[config.mk]
export PLATFORM = sky130hd
export DESIGN_NAME = axis_sync_fifo
export DESIGN_NICKNAME = d
export VERILOG_FILES = /design/src/rtl/axis_fifo_pkg.sv /design/src/rtl/axis_fifo_mem.sv /design/src/rtl/axis_sync_fifo.sv
export SDC_FILE = /design/constraint.sdc
export NUM_CORES = 1
export LEC_CHECK = 0
export ABC_CLOCK_PERIOD_IN_PS = 4800
export CAP_MARGIN = 20
export CORE_MARGIN = 4
export CORE_UTILIZATION = 41
export CTS_CLUSTER_SIZE = 14
export DETAILED_ROUTE_END_ITERATION = 7
export PLACE_DENSITY = 0.66
export SYNTH_ARGS = -nofsm -noshare
export SYNTH_HDL_FRONTEND = slang
export SYNTH_SLANG_ARGS = --single-unit
[constraint.sdc]
create_clock -name clk -period 4.8 [get_ports clk]
set_clock_uncertainty 0.15 [all_clocks]
set_input_delay 0.96 -clock clk [delete_from_list [all_inputs] [get_ports clk]]
set_output_delay 0.96 -clock clk [all_outputs]
set_load 0.05 [all_outputs]
[src/rtl/axis_fifo_pkg.sv]
// Shared constants and helpers for the single-clock AXI-Stream FIFO.
package axis_fifo_pkg;

  localparam int DEF_FIFO_DEPTH          = 16;
  localparam int DEF_FIFO_WIDTH          = 32;
  localparam int DEF_PACKET_MODE         = 0;
  localparam int DEF_ALMOST_EMPTY_THRESH = 2;

  // Pointers carry one extra wrap bit beyond the index.
  function automatic int ptr_w(input int depth);
    return $clog2(depth) + 1;
  endfunction

  function automatic bit params_ok(input int depth, input int width,
                                   input int af, input int ae);
    return (depth >= 4) && ((depth & (depth - 1)) == 0) &&
           (width > 0) && (width % 8 == 0) &&
           (af >= 0) && (af <= depth) && (ae >= 0) && (ae <= depth);
  endfunction

endpackage

[src/rtl/axis_fifo_mem.sv]
// Simple dual-port storage: synchronous write, asynchronous (fall-through) read.
module axis_fifo_mem
  import axis_fifo_pkg::*;
#(
  parameter int DEPTH = DEF_FIFO_DEPTH,
  parameter int WIDTH = DEF_FIFO_WIDTH + DEF_FIFO_WIDTH / 8 + 1,
  localparam int AW   = ptr_w(DEPTH) - 1
) (
  input  logic             clk,
  input  logic             we,
  input  logic [AW-1:0]    waddr,
  input  logic [WIDTH-1:0] wdata,
  input  logic [AW-1:0]    raddr,
  output logic [WIDTH-1:0] rdata
);

  logic [WIDTH-1:0] mem [DEPTH];

  always_ff @(posedge clk) begin
    if (we) mem[waddr] <= wdata;
  end

  assign rdata = mem[raddr];

endmodule

[src/rtl/axis_sync_fifo.sv]
// Single-clock AXI-Stream FIFO with optional store-and-forward packet mode,
// occupancy count and almost-full/almost-empty flags.
module axis_sync_fifo
  import axis_fifo_pkg::*;
#(
  parameter int FIFO_DEPTH          = DEF_FIFO_DEPTH,
  parameter int FIFO_WIDTH          = DEF_FIFO_WIDTH,
  parameter int PACKET_MODE         = DEF_PACKET_MODE,
  parameter int ALMOST_FULL_THRESH  = FIFO_DEPTH - 2,
  parameter int ALMOST_EMPTY_THRESH = DEF_ALMOST_EMPTY_THRESH,
  localparam int PW = ptr_w(FIFO_DEPTH),
  localparam int AW = PW - 1,
  localparam int KW = FIFO_WIDTH / 8,
  localparam int EW = FIFO_WIDTH + KW + 1
) (
  input  logic                  clk,
  input  logic                  rst,
  input  logic [FIFO_WIDTH-1:0] s_axis_tdata,
  input  logic [KW-1:0]         s_axis_tkeep,
  input  logic                  s_axis_tlast,
  input  logic                  s_axis_tvalid,
  output logic                  s_axis_tready,
  output logic [FIFO_WIDTH-1:0] m_axis_tdata,
  output logic [KW-1:0]         m_axis_tkeep,
  output logic                  m_axis_tlast,
  output logic                  m_axis_tvalid,
  input  logic                  m_axis_tready,
  output logic [PW-1:0]         data_count,
  output logic                  almost_full,
  output logic                  almost_empty
);

  if (!params_ok(FIFO_DEPTH, FIFO_WIDTH, ALMOST_FULL_THRESH, ALMOST_EMPTY_THRESH)) begin : g_bad_params
    $error("axis_sync_fifo: illegal parameter combination");
  end

  logic [PW-1:0] wr_ptr, rd_ptr, pkt_count;
  logic          draining;
  logic          full, empty, push, pop, pkt_ready;
  logic [EW-1:0] rd_entry;

  assign empty = (wr_ptr == rd_ptr);
  assign full  = (wr_ptr[AW] != rd_ptr[AW]) && (wr_ptr[AW-1:0] == rd_ptr[AW-1:0]);

  // full releases oversize packets; draining keeps a started packet flowing.
  assign pkt_ready     = (pkt_count != '0) || full || draining;
  assign m_axis_tvalid = !empty && ((PACKET_MODE == 0) || pkt_ready);
  assign s_axis_tready = !full;

  assign push = s_axis_tvalid && s_axis_tready;
  assign pop  = m_axis_tvalid && m_axis_tready;

  always_ff @(posedge clk) begin
    if (rst) begin
      wr_ptr    <= '0;
      rd_ptr    <= '0;
      pkt_count <= '0;
      draining  <= 1'b0;
    end else begin
      if (push) wr_ptr <= wr_ptr + 1'b1;
      if (pop)  rd_ptr <= rd_ptr + 1'b1;
      if ((push && s_axis_tlast) && !(pop && m_axis_tlast))
        pkt_count <= pkt_count + 1'b1;
      else if (!(push && s_axis_tlast) && (pop && m_axis_tlast))
        pkt_count <= pkt_count - 1'b1;
      if (pop) draining <= !m_axis_tlast;
    end
  end

  axis_fifo_mem #(.DEPTH(FIFO_DEPTH), .WIDTH(EW)) u_mem (
    .clk   (clk),
    .we    (push && !rst),
    .waddr (wr_ptr[AW-1:0]),
    .wdata ({s_axis_tlast, s_axis_tkeep, s_axis_tdata}),
    .raddr (rd_ptr[AW-1:0]),
    .rdata (rd_entry)
  );

  assign {m_axis_tlast, m_axis_tkeep, m_axis_tdata} = rd_entry;

  assign data_count   = wr_ptr - rd_ptr;
  assign almost_full  = (data_count >= PW'(ALMOST_FULL_THRESH));
  assign almost_empty = (data_count <= PW'(ALMOST_EMPTY_THRESH));

endmodule

==> impl_metrics.csv, run 1 <==
group,metric,value,unit
outcome,run_status,"complete, no violations",
critical_path,regToRegSetupSlack,1440,ps
synthesis,synth_edf_count,592,
layout,nNetsFinal,1199,
cts,post_cts_buffers,0,
sta,rsz0062_at_grt,"false",
critical_path,worstPathBufferInverterCount,3,
run,max-cap-violations,0,
drt,avgRoutedWirePerCell,26.4,um
drt,detail_route.wirelength,51300,um
critical_path,cp_required,3690,ps
sta,setup_violations,0,
sta,max_freq,0.227,GHz
critical_path,r2r_end,"u_mem.mem[5][35]",
drt,remaining_drc_errors,0,
global_routing,groute.usage.overall,17.0,%
die,boundaryPins,87,
critical_path,timing.critical_path.arrival,3290,ps
critical_path,cell_type_with_the_highest_occurrence_count_on_the_critical_path,"inv_1",
critical_path,timing.reg2reg.worst_path_depth,7,
cts,tritoncts.num_buffers,59,
die,fp.coreArea,55300,um2
layout,flow.area_growth_from_synthesis,17.9,%
critical_path,worst_r2r_startpoint,"wr_ptr[0]",
drt,dr_wl_met3,2920,um
sta,worst_slew_margin_rel,43.4,%
cts,post_cts_resize_count,0,
power_and_ir_drop,power.share.sequential,47.5,%
layout,fraction_of_final_layout_cells_with_drive_strength_greater_than_1,24.4,%
power_and_ir_drop,clock_power_share,38.3,%
drt,met1_length,21700,um
power_and_ir_drop,netSwitchingFraction,24.0,%
power_and_ir_drop,total_switching_power,0.00298,W
layout,ff_latch_area,18100,um2
min_path,hold_path_depth,2,
drt,tritonroute_pass_1_iters,5,
critical_path,worstSetupEndpointType,"output pin",
cts,tritoncts_clock_tree,"done",
synthesis,syn-num-nets,1066,
critical_path,ws_path_type,"reg -> out",
critical_path,critical_path.max_stage_delay,850,ps
sta,slew_viol_final,0,
cts,clock_tree.buffer_depth,3,
placement,place.gp.congestion,0.733,
min_path,hp-start,"rd_ptr[3]",
drt,routed_via_density,5.57,
critical_path,cp_max_fo,4,
cts,cts_sinks,606,
drt,detailroute.via_count,10800,
die,num_rows,86,
power_and_ir_drop,pwr_density_cell,459,nW/um2
critical_path,cpLargestDelayFamily,"buffers and inverters",
critical_path,start_kind,"register",
cts,clk_root_buffer_cell,"clkbuf_16",
synthesis,synth-seq-cells,606,
sta,report.final.hold_viol_count,0,
synthesis,synth_warnings,0,
die,die_width,245,um
critical_path,crit_slowest_cell,"clkdlybuf4s50_1",
die,dieHeight,245,um
cts,cts_max_level,2,
synthesis,ys.flop_type,"edfxtp_1",
layout,antenna_cells_inserted,0,
synthesis,synthesis.instances,1015,
synthesis,syn-cell-area,23000,um2
die,dieArea,59900,um2
sta,finalCriticalPeriod,4400,ps
global_routing,first_pass_grt_wire_length,75300,um
min_path,class_of_the_most_critical_hold_timing_path,"reg -> reg",
layout,multi_input_area,4770,um2
power_and_ir_drop,p_leak,8.27,nW
cts,clk_pin_slew,60,ps
global_routing,vias_in_the_first_global_route,11200,
synthesis,asyncSetResetFlopFracSynth,0,%
global_routing,globalRoute.totalOverflow,0,
cts,post_cts_hold_buffer_count,0,
power_and_ir_drop,post-layout-total-power,0.0124,W
global_routing,grt_max_degree,38,
placement,post-dp-hpwl,26800,um
power_and_ir_drop,max-vdd-ir-drop,0.285,mV
drt,met2RoutedLength,25800,um
synthesis,postSynthAreaPerCell,22.6,um2
layout,layout.filler_cells,4499,
placement,port-buffer-count,86,
global_routing,grt_antenna_before_repair,2,
synthesis,netlist-cell-type-count,34,
die,initial_core_util,41.6,%
power_and_ir_drop,share_comb_of_total_power,14.3,%
drt,postRouteAntennaNets,0,
synthesis,synth_seq_area_share,78.6,%
critical_path,path_cells,"inv_1 > ha_1 > inv_1 > fa_1 > a21o_1 > a21oi_1 > xnor2_1 > a211oi_1 > clkdlybuf4s50_1",
drt,route.top_layer_used,"met5",
layout,post-route-util,49.0,%
power_and_ir_drop,internal-power,0.00945,W
cts,clk_lat_worst_skew,630,ps
drt,drt_iter0_drc,944,
sta,setup_tns,0,ps
sta,min_period_over_period,91.7,%
sta,worst_slew_pin_slew,849,ps
==> worst max path at each step <==
stage | from | end | slack [ps] | cells past startpoint
detailed placement | register | m_axis_tdata[25] | 990 | 5
CTS | register | m_axis_tdata[25] | 330 | 5
floorplan | wr_ptr[0] | almost_empty | 680 | 8
global route | wr_ptr[0] | almost_empty | 220 | 9
finish | wr_ptr[0] | almost_empty | 400 | 9
global placement | register | m_axis_tdata[25] | 1010 | 5
==> stage by stage <==
stage	hold slack, ps	setup slack [ps]	cells	instance area (um2)
final	382	397	1944	27100
after floorplan	315	684	1015	23000
after detailed placement	364	993	1835	25100
after global placement	355	1010	1835	25100
after global routing	417	221	1944	27100
after CTS	379	332	1944	27100
==> worst min-delay path, delay by kind of cell (launching register included) <==
kind	cells	cell delay, ps
AO/OA/AOI/OAI	2	160
flip-flops	1	320
==> synthesized netlist by cell type, drive strengths merged, types with 2 or more instances <==
library cell / n / area, um2
clkbuf: 25 / 93.8
nor2b: 4 / 25.0
ha: 9 / 113
dfxtp: 14 / 280
inv: 7 / 26.3
nand3b: 2 / 15.0
o21ai: 4 / 20.0
a22oi: 74 / 556
xnor2: 7 / 61.3
mux4: 148 / 3330
nand2: 47 / 176
edfxtp: 592 / 17800
a21o: 2 / 15.0
or3: 2 / 12.5
nor2: 27 / 101
nand3: 3 / 15.0
xor2: 4 / 35.0
a211oi: 2 / 15.0
a21oi: 5 / 25.0
buf: 25 / 179
and2: 2 / 12.5
==> registers in the layout, indices dropped and copies added, names as in the netlist, named ones only <==
register   count
wr_ptr         5
u_mem.mem    592
rd_ptr         5
==> cell usage in the layout (no fill, tap or decap), types with 2 or more instances in the layout <==
cell type and instances:
a21oi_1 5, a211oi_1 2, buf_4 24, bufinv_16 10, or3_1 2, clkdlybuf4s50_1 86
ha_1 9, a21o_1 2, nand2_1 47, nor2b_1 2, edfxtp_1 592, clkinv_16 2
clkinv_1 12, nor2b_4 2, clkinv_2 10, o21ai_0 4, dfxtp_4 2, nor2_4 17
nand3b_1 2, nand3_1 3, a22oi_1 74, buf_12 12, nor2_1 10, inv_1 7
clkbuf_1 13, mux4_2 148, dfxtp_1 12, xnor2_1 7, xor2_1 4, clkbuf_16 59
==> per-layer routing <==
metal / GRT usage (%) / vias up
li1: - / 4563
met4: 3.64 / 4
met2: 28.2 / 335
met5: 0 / -
met1: 24.1 / 5853
met3: 2.95 / 68
==> power groups by stage <==
stage	combinational, W	clock, W	sequential (W)
final	0.00178	0.00476	0.00590
after global placement	0.00179	0	0.00601
after CTS	0.00181	0.00485	0.00590
after detailed placement	0.00180	0	0.00601
after floorplan	0.00133	0	0.00598
after global routing	0.00189	0.00508	0.00590
==> area by class of cell <==
type	count	area share (%)
sequential	606	66.7
multi-input combinational	352	17.6
clock inverter	37	1.78
tap	748	3.45
timing repair buffer	122	4.73
clock buffer	72	5.63
inverter	7	0.0970
==> cells by family (layout without fill, tap and decap cells) <==
group,Yosys count,after routing,share of synthesized area (%)
buffers and inverters,57,238,1.30
multiplexers,149,149,14.5
AND/OR/NAND/NOR,91,91,1.68
adder cells (fa/ha/maj),10,10,0.577
flip-flops,606,606,78.6
AO/OA/AOI/OAI,91,91,2.92
XOR/XNOR,11,11,0.419
Note: power is estimated with default switching activity, not from simulation.
==> run 2, diff against run 1 <==
- SKIP_CTS_REPAIR_TIMING: default -> 1
==> results of run 2 <==
No change in the layout: final DEF, timing and power equal those of run 1.
